### config.mk
export PLATFORM = sky130hd
export DESIGN_NAME = vmem_arbiter
export DESIGN_NICKNAME = d
export VERILOG_FILES = /design/src/rtl/vmem_arbiter.sv
export SDC_FILE = /design/constraint.sdc
export NUM_CORES = 1
export LEC_CHECK = 0
export BUFFER_PORTS_ARGS = -buffer_cell sky130_fd_sc_hd__buf_2
export CAP_MARGIN = 10
export CORE_MARGIN = 3
export CORE_UTILIZATION = 44
export CTS_BUF_LIST = sky130_fd_sc_hd__clkbuf_8
export DETAILED_ROUTE_END_ITERATION = 8
export PLACE_DENSITY = 0.87
export SLEW_MARGIN = 5
export SYNTH_ARGS = -nofsm -noshare
export SYNTH_HDL_FRONTEND = slang
export SYNTH_SLANG_ARGS = --single-unit
### constraint.sdc
create_clock -name clk28 -period 2.6 [get_ports clk28]
set_clock_uncertainty 0.15 [all_clocks]
set_input_delay 0.26 -clock clk28 [delete_from_list [all_inputs] [get_ports clk28]]
set_output_delay 0.26 -clock clk28 [all_outputs]
set_load 0.01 [all_outputs]
### src/rtl/vmem_arbiter.sv
// Slot arbiter sharing one SRAM between screen fetch and CPU, 2 clk28 per slot.
// Optional ULAplus palette (64x8) enabled with `define ULAPLUS_EN.
module vmem_arbiter (
  input  logic        clk28,
  input  logic        rst,
  input  logic        ck14,
  input  logic        fetch,
  input  logic        fetch_up,
  input  logic [14:0] fetch_addr,
  input  logic [5:0]  up_addr,
  output logic        fetch_allow,
  output logic [7:0]  fetch_data,
  input  logic        cpu_req,
  input  logic        cpu_wr,
  input  logic [14:0] cpu_addr,
  input  logic [7:0]  cpu_wdata,
  output logic [7:0]  cpu_rdata,
  output logic        cpu_ack,
  input  logic        up_wr,
  input  logic [5:0]  up_waddr,
  input  logic [7:0]  up_wdata,
  output logic [14:0] mem_addr,
  output logic [7:0]  mem_wdata,
  input  logic [7:0]  mem_rdata,
  output logic        mem_oe_n,
  output logic        mem_we_n
);
  typedef enum logic [1:0] {IDLE, SCR, CPU_RD, CPU_WR} state_t;

  state_t     state, state_nxt;
  logic       phase;      // 1 in the second clk28 of a slot
  logic [2:0] starve;
  logic       up_pend;
  logic [7:0] pal_q;
  logic       cpu_slot, cpu_ok, scr_req, force_cpu;

`ifdef ULAPLUS_EN
  logic [7:0] pal [64];
  always_ff @(posedge clk28)
    if (up_wr) pal[up_waddr] <= up_wdata;
  assign pal_q = pal[up_addr];
`else
  logic unused_pal;
  assign unused_pal = ^{up_wr, up_waddr, up_wdata, up_addr};
  assign pal_q = 8'h00;
`endif

  // The CPU slot just ending still has cpu_req high; it must not be regranted.
  always_comb begin
    cpu_slot  = (state == CPU_RD) || (state == CPU_WR);
    cpu_ok    = cpu_req && !cpu_ack && !cpu_slot;
    scr_req   = fetch && !fetch_up;
    force_cpu = (starve == 3'd7);
  end

  always_ff @(posedge clk28)
    if (rst) state <= IDLE;
    else     state <= state_nxt;

  always_comb begin
    state_nxt = state;
    if (ck14) begin
      if (cpu_ok && (force_cpu || !scr_req)) state_nxt = cpu_wr ? CPU_WR : CPU_RD;
      else if (scr_req)                      state_nxt = SCR;
      else                                   state_nxt = IDLE;
    end
  end

  always_comb begin
    mem_oe_n    = !((state == SCR) || (state == CPU_RD));
    mem_we_n    = !((state == CPU_WR) && phase);
    fetch_allow = !force_cpu;
  end

  always_ff @(posedge clk28) begin
    if (rst) begin
      phase      <= 1'b0;
      starve     <= 3'd0;
      up_pend    <= 1'b0;
      cpu_ack    <= 1'b0;
      fetch_data <= 8'h00;
      cpu_rdata  <= 8'h00;
      mem_addr   <= 15'd0;
      mem_wdata  <= 8'h00;
    end else begin
      phase   <= !ck14;
      cpu_ack <= ck14 && cpu_slot;
      if (ck14) begin
        if (state == SCR)  fetch_data <= mem_rdata;
        else if (up_pend)  fetch_data <= pal_q;
        if (state == CPU_RD) cpu_rdata <= mem_rdata;
        up_pend <= fetch && fetch_up;
        case (state_nxt)
          SCR:    mem_addr <= fetch_addr;
          CPU_RD: mem_addr <= cpu_addr;
          CPU_WR: begin
            mem_addr  <= cpu_addr;
            mem_wdata <= cpu_wdata;
          end
          default: ;
        endcase
        // A forced slot always clears, so fetch_allow drops for one slot only.
        if (state_nxt == CPU_RD || state_nxt == CPU_WR || force_cpu) starve <= 3'd0;
        else if (cpu_ok)                                             starve <= starve + 3'd1;
      end
    end
  end
endmodule

======== Yosys cells after proc, flatten, opt, wreduce, memory -nomap -nowiden ========
Cells that the tools add are included.
word-level totals
  RAM bits ................................ 0
  flip-flop bits (word level) ............. 47
  input port bits ......................... 74
  latch bits .............................. 0
  memories ................................ 0
  memory bits (read-only) ................. 0
  word-level logic and storage cells ...... 55
operators by class
  reduce and logical (&&, ||, !) cells .... 29
  add/sub/neg operators ................... 1
  multiplexer cells ....................... 9
  divide/modulo/power cells ............... 0
  bitwise gates (word level) .............. 0
  equal/unequal tests ..................... 7
  $lt $le $gt $ge ......................... 0
  shifts and indexed selects .............. 0
  multipliers ............................. 0
operators by type and width
  cell                   count
  $pmux W15 S2           1
  $mux W8                2
  $reduce_and A2 Y1      5
  $eq A2 B2 Y1 const B   4
  $logic_not A1 Y1       8
  $logic_and A1 B1 Y1    7
  $mux W3                2
  $reduce_bool A2 Y1     3
  $logic_or A1 B1 Y1     5
  $eq A2 B1 Y1 const B   2
  $mux W2                2
  $add A3 B1 Y3 const B  1
  $eq A3 B3 Y1 const B   1
  $mux W1                2
  $reduce_or A2 Y1       1

======== Longest topological paths before layout ========
Gate-level depths: netlist of run 1.
  word-level depth ........................ 12
  mapped depth ............................ 8

======== Least setup slack after synthesis of run 1 ========
No wires, ideal clock.
  path kind ............................... register -> register
  from .................................... reg starve[0]
  to ...................................... reg state[1]
  stages on the path, launching flop included .. 9
  path slack .............................. 0.578 ns
  path buffers ............................ 2
  setup time .............................. 0.128 ns
  data arrival time ....................... 1.744 ns
  path through ............................ dfxtp_1 > ha_1 > ha_1 > or3b_2 > and2_0 > clkbuf_2 > buf_6 > mux2i_1 > nor2_1
on the way
  cells in the longest elaborated chain, start to end .. 5
RTL lines
  what                    line  source
  from (decl)             32    logic [2:0] starve;
  from (signal assigned)  104   else if (cpu_ok) starve <= starve + 3'd1;
  $eq A3 B3 Y1            53    force_cpu = (starve == 3'd7);
  $logic_or A1 B1 Y1      63    if (cpu_ok && (force_cpu || !scr_req)) state_nxt = cpu_wr ? CPU_WR : CPU_RD;
  $logic_and A1 B1 Y1     63
  $mux W2                 63
  $mux W2                 62    if (ck14) begin
  to (signal assigned)    58    else state <= state_nxt;
  to (decl)               30    state_t state, state_nxt;
No other way between the ends.
A chain may end at the register's enable or synchronous reset.

======== Worst setup path after layout of run 1 ========
  from .................................... reg starve[0]
  to ...................................... reg mem_addr[3]
on the way
  cells in the longest elaborated chain, start to end .. 9
RTL lines
  what                                 line  source
  $eq A3 B3 Y1 *                       53
  $logic_or A1 B1 Y1 *                 63
  $logic_and A1 B1 Y1 *                63
  $mux W2 *                            63
  $mux W2 *                            62
  $eq A2 B2 Y1                         93    case (state_nxt)
  $reduce_or A2 Y1 (no source line)    --
  $reduce_bool A2 Y1 (no source line)  --
  $reduce_and A2 Y1 (no source line)   --
  to (signal assigned)                 94    SCR: mem_addr <= fetch_addr;
  to (signal assigned)                 95    CPU_RD: mem_addr <= cpu_addr;
  to (signal assigned)                 97    mem_addr <= cpu_addr;
  to (decl)                            22    output logic [14:0] mem_addr,
Mark *: on every way between the ends. The rest lies on a longest branch, timed or not.

==> flow_summary.ini, run 1 <==
[finish]
diodes = 0
finalInstanceArea_sq_um = 2480
fin_nets = 385
synthToLayoutAreaGrowth_pct = 31.0
drive_gt1_share_pct = 35.2

[grt]
track_usage_pct = 17.8
antenna_found_initial = 0
grt_first_pass_wirelength_mm = 7.27
first_global_vias = 1661
grt_max_degree = 48
overflow = 0

[worst_setup_path]
cp_max_fo = 16
path_class = reg -> reg
crit_start = starve[0]
worstPathArrival_ps = 2320
r2r_start = starve[0]
cp-end-kind = flip-flop
crit_required_ps = 2650
cp-start-kind = flip-flop

[power]
leakage_nw = 1.22
peakVddDrop_mv = 0.401
pwr_density_cell_nw_per_um2 = 570

[placed_design]
gp_congestion = 0.737
portBuffers = 95
dp_hpwl_mm = 3.31
place_area_sq_um = 2400

[logic_synthesis]
synth_seq_area_share_pct = 49.6
synth_edf_count = 0
ys_seq_elements = 47
ys_types = 28
syn_area_per_cell_sq_um = 8.78
synth_common_cells = dfxtp_1, nand2_1, nor2_1, a311oi_1
syn_nets = 295
netlist_instances = 216
synthArstFlopShare_pct = 0
yosysMostFrequentCell = dfxtp_1
synth_ff_type = dfxtp_1
netlist_area_sq_um = 1900
synth_top_area_share_pct = 49.6
synthTopCellsByArea = dfxtp_1, nand2_1, nor2_1, a311oi_1, mux2i_1
yosysTopAreaCell = dfxtp_1
ys.warnings.count = 0

[clock_tree]
ctsRootBufferMaster = clkbuf_8
cts.sinks = 47
cts_resized = 0
tritoncts = done
cts_max_level = 2
cts_buffers = 5
clk_latency_ps = 300
cts_buffer_depth = 2
ctsHoldBuffers = 0
cts_setup_buffers = 0
clk_pin_slew_ps = 80

[floorplan]
die_y_um = 71.6
die_area_sq_um = 5130
boundaryPins = 117
die_x_um = 71.6
rows = 23
start_util_pct = 46.4
coreArea_sq_um = 4090

[detailed_routing]
drt_iter0_drc = 111
first_pass_iters = 5
vias = 1794
via_per_inst = 5.03
drc = 0
wl_per_cell_um = 12.8
ant_nets = 0
drt-total-wl_mm = 4.57

[job]
maxCapViolations = 0

[sta]
rsz0062_at_grt = false
max_slew.worst_pin.slew_ps = 862
tns_ps = 0
finalHoldViolations = 0
finalSetupViolCount = 0
worst_hold_slack_ps = 38.7
fin_crit_ps = 2270
period_share_pct = 87.3
fmax_mhz = 440
slew_viol_final = 0
maxSlewHeadroom_pct = 42.5

[hold_path]
min_path_type = in -> reg
min_from = cpu_wdata[7]

[run_status]
outcome = completed
[placed cells by master, fill, tap and decap left out, types with 4 or more instances in the layout]
cell,instances
buf_2,95
dfxtp_1,47
nand2_1,41
nor2_1,37
a311oi_1,15
a21oi_1,10
mux2i_1,10
a22oi_1,10
nand3_1,9
ha_1,5
clkbuf_8,5
inv_1,4
[critical path, cell delays in order, from the launching register on]
cell and delay, ps:
dfxtp_1 330, ha_1 200, ha_1 200, or3b_2 480, nand2_1 420, nand2_1 110
a311oi_1 280
[power by group]
part	switching [mW]	internal, mW	total, mW
Combinational	0.125	0.100	0.225
Clock	0.235	0.184	0.419
Sequential	0.0171	0.754	0.771
[state kept, by name, indices dropped and copies added (netlist names)]
signal      flops
cpu_ack         1
cpu_rdata       8
mem_wdata       8
phase           1
fetch_data      8
state           2
up_pend         1
starve          3
mem_addr       15
[stage by stage]
step | setup WS [ps] | power [mW] | utilization (%) | std cells
floorplan | 578 | 0.919 | - | 216
detailed placement | 315 | 1.02 | 58.7 | 349
CTS | 298 | 1.43 | 60.7 | 357
global route | 138 | 1.49 | 60.7 | 357
global placement | 324 | 1.01 | 58.7 | 349
finish | 330 | 1.42 | 60.7 | 357
[worst paths after layout]
kind	end	slack [ps]	depth (start not counted)
max	mem_addr[3]	330	6
max reg2reg	mem_addr[3]	330	6
min	mem_wdata[7]	40	3
min reg2reg	cpu_rdata[4]	310	2
[per-layer routing]
| layer | GRT usage (%) | share of wire [%] |
|---|---|---|
| met2 | 30.2 | 48 |
| met4 | 7.93 | 1.8 |
| met5 | 0 | 0 |
| met3 | 3.23 | 7.1 |
| met1 | 21.9 | 43 |
[layout make-up]
| class | instances | area, sq um |
|---|---|---|
| Inverter | 3 | 11.3 |
| Timing Repair Buffer | 98 | 510 |
| Sequential cell | 47 | 941 |
| Fill cell | 362 | 1600 |
| Multi-Input combinational cell | 151 | 872 |
| Clock buffer | 5 | 68.8 |
| Clock inverter | 3 | 16.3 |
| Tap cell | 50 | 62.6 |
[cells by family after synthesis]
logic type	Yosys count	synth area share [%]
muxes	10	5.28
adders and majority gates	5	3.30
buffers and inverters	18	4.36
DFF	47	49.6
AOI/OAI and AO/OA	39	14.7
and+or+nand+nor	97	22.7
Note: power is estimated with default switching activity, not from simulation.
==> inputs of run 2 (changes only) <==
==> constraint.sdc (replaced) <==
create_clock -name clk28 -period 2.6 [get_ports clk28]
set_clock_uncertainty 0.15 [all_clocks]
set_input_delay 0.13 -clock clk28 [delete_from_list [all_inputs] [get_ports clk28]]
set_output_delay 0.13 -clock clk28 [all_outputs]
set_load 0.01 [all_outputs]
==> run 2 against run 1 <==
Clock-buffer cell count rose by 2. Non-clock buffer count rose by 48. First-iteration DRC count rose by 14%. Global-route usage rose by 6.7 points. Critical endpoint is now mem_addr[1]. Largest cell class is now buffers.
==> flow_summary.ini, run 2 (synthesis results as in run 1) <==
[grt]
grt_max_degree = 48
grt_use_met1_pct = 25.7
first_global_vias = 2170
grt_first_pass_wirelength_mm = 9.92
overflow = 0
grt_use_met3_pct = 4.63
gr-max-usage-layer = met2
grt.met2_usage_pct = 47.4
track_usage_pct = 24.5
antenna_found_initial = 0

[clock_tree]
cts_buffers = 5
clk_latency_ps = 290
cts_resized = 0
cts.sinks = 47
tritoncts = done
cts_max_level = 2
cts_buffer_depth = 2
ctsRootBufferMaster = clkbuf_8
clk_pin_slew_ps = 80

[worst_setup_path]
worstPathArrival_ps = 2380
crit_required_ps = 2640
cp-start-kind = flip-flop
path_class = reg -> reg
cp_max_fo = 16
cp-end-kind = flip-flop
r2r_slack_ps = 260
worst_r2r_path_depth = 6
r2r_start = starve[0]
r2r-end = mem_addr[1]

[floorplan]
coreArea_sq_um = 4090
start_util_pct = 46.4
rows = 23
boundaryPins = 117
die_y_um = 71.6
die_area_sq_um = 5130
die_x_um = 71.6

[power]
total_power_mw = 1.52
peakVddDrop_mv = 0.268
pwr_density_cell_nw_per_um2 = 512
leakage_nw = 1.43

[sta]
max_slew.worst_pin.slew_ps = 837
rsz0062_at_grt = false
finalHoldViolations = 0
slew_viol_final = 0
fmax_mhz = 428
maxSlewHeadroom_pct = 44.2
period_share_pct = 89.9
fin_crit_ps = 2340
finalSetupViolCount = 0
tns_ps = 0

[run_status]
outcome = completed

[detailed_routing]
vias = 2052
first_pass_iters = 5
via_per_inst = 5.07
drc = 0
ant_nets = 0
wl_per_cell_um = 14.8
drt_iter0_drc = 126
drt-total-wl_mm = 5.99

[finish]
diodes = 0
regMostFlops = mem_addr
final_cell_mix = buf_2, dlygate4sd3_1, dfxtp_1, nand2_1, nor2_1
largest_reg_flops = 15
synthToLayoutAreaGrowth_pct = 57.1
drive_gt1_share_pct = 30.4
utilization_pct = 72.9
fin_nets = 433
layout_commonest_cell = buf_2

[placed_design]
gp_congestion = 0.742
portBuffers = 95
dp_hpwl_mm = 3.34

[hold_path]
min_path_type = in -> reg
min_path_cells = 3
whs_endpoint = state[0]
min_from = cpu_wr

[job]
maxCapViolations = 0
run 2: cell count changes in the layout (fill, tap and decap cells not counted):
| cell | delta |
|---|---|
| clkinvlp_4 | -1 |
| clkinv_2 | -1 |
| clkbuf_8 | +2 |
| dlygate4sd3_1 | +48 |
run 2: routing by layer:
metal  share of wire, %  vias to the layer above
met3                4.8                       16
li1                   -                     1020
met1                 38                      941
met5                  0                        -
met4                2.8                        0
met2                 55                       75
run 2: timing repair:
item                                   in CTS  in global routing
setup endpoints to repair                   0                  0
hold buffers                               48                  0
endpoints found under the hold margin      40                  0
buffers inserted                            0                  0
run 2: worst max-delay path by stage:
| stage | startpoint | to | slack, ps | depth (start not counted) |
|---|---|---|---|---|
| 2_1_floorplan | starve[0] | state[1] | 580 | 8 |
| 4_1_cts | starve[0] | mem_addr[1] | 230 | 6 |
| 6_report | starve[0] | mem_addr[1] | 260 | 6 |
| 5_1_grt | starve[0] | mem_addr[14] | 80 | 6 |
| 3_3_place_gp | starve[0] | mem_addr[4] | 320 | 6 |
| 3_5_place_dp | starve[0] | mem_addr[12] | 260 | 6 |
run 2: layout make-up:
type	instances	area [sq um]
Inverter	3	11.3
Sequential cell	47	941
Clock inverter	1	3.75
Timing Repair Buffer	146	991
Multi-Input combinational cell	151	872
Clock buffer	7	96.3
Tap cell	50	62.6
Fill cell	306	1110
run 2: worst max-delay path: stages (launching register included):
cell	delay [ps]
dfxtp_1	330
ha_1	210
ha_1	200
or3b_2	490
nand2_1	450
nand2_1	110
a311oi_1	290
run 2: where the power goes:
group          internal, mW  switching [mW]  leakage, nW
combinational         0.147           0.141        0.987
sequential            0.754          0.0194        0.383
clock                 0.239           0.224       0.0557
run 2: per-stage QoR:
step	instances	hold slack (ps)	area [sq um]	setup WS [ps]
2_1_floorplan	216	124	1900	578
3_3_place_gp	349	209	2400	325
3_5_place_dp	349	223	2400	263
4_1_cts	405	20.9	2980	225
5_1_grt	405	67.2	2980	77.3
6_report	405	35.7	2980	263
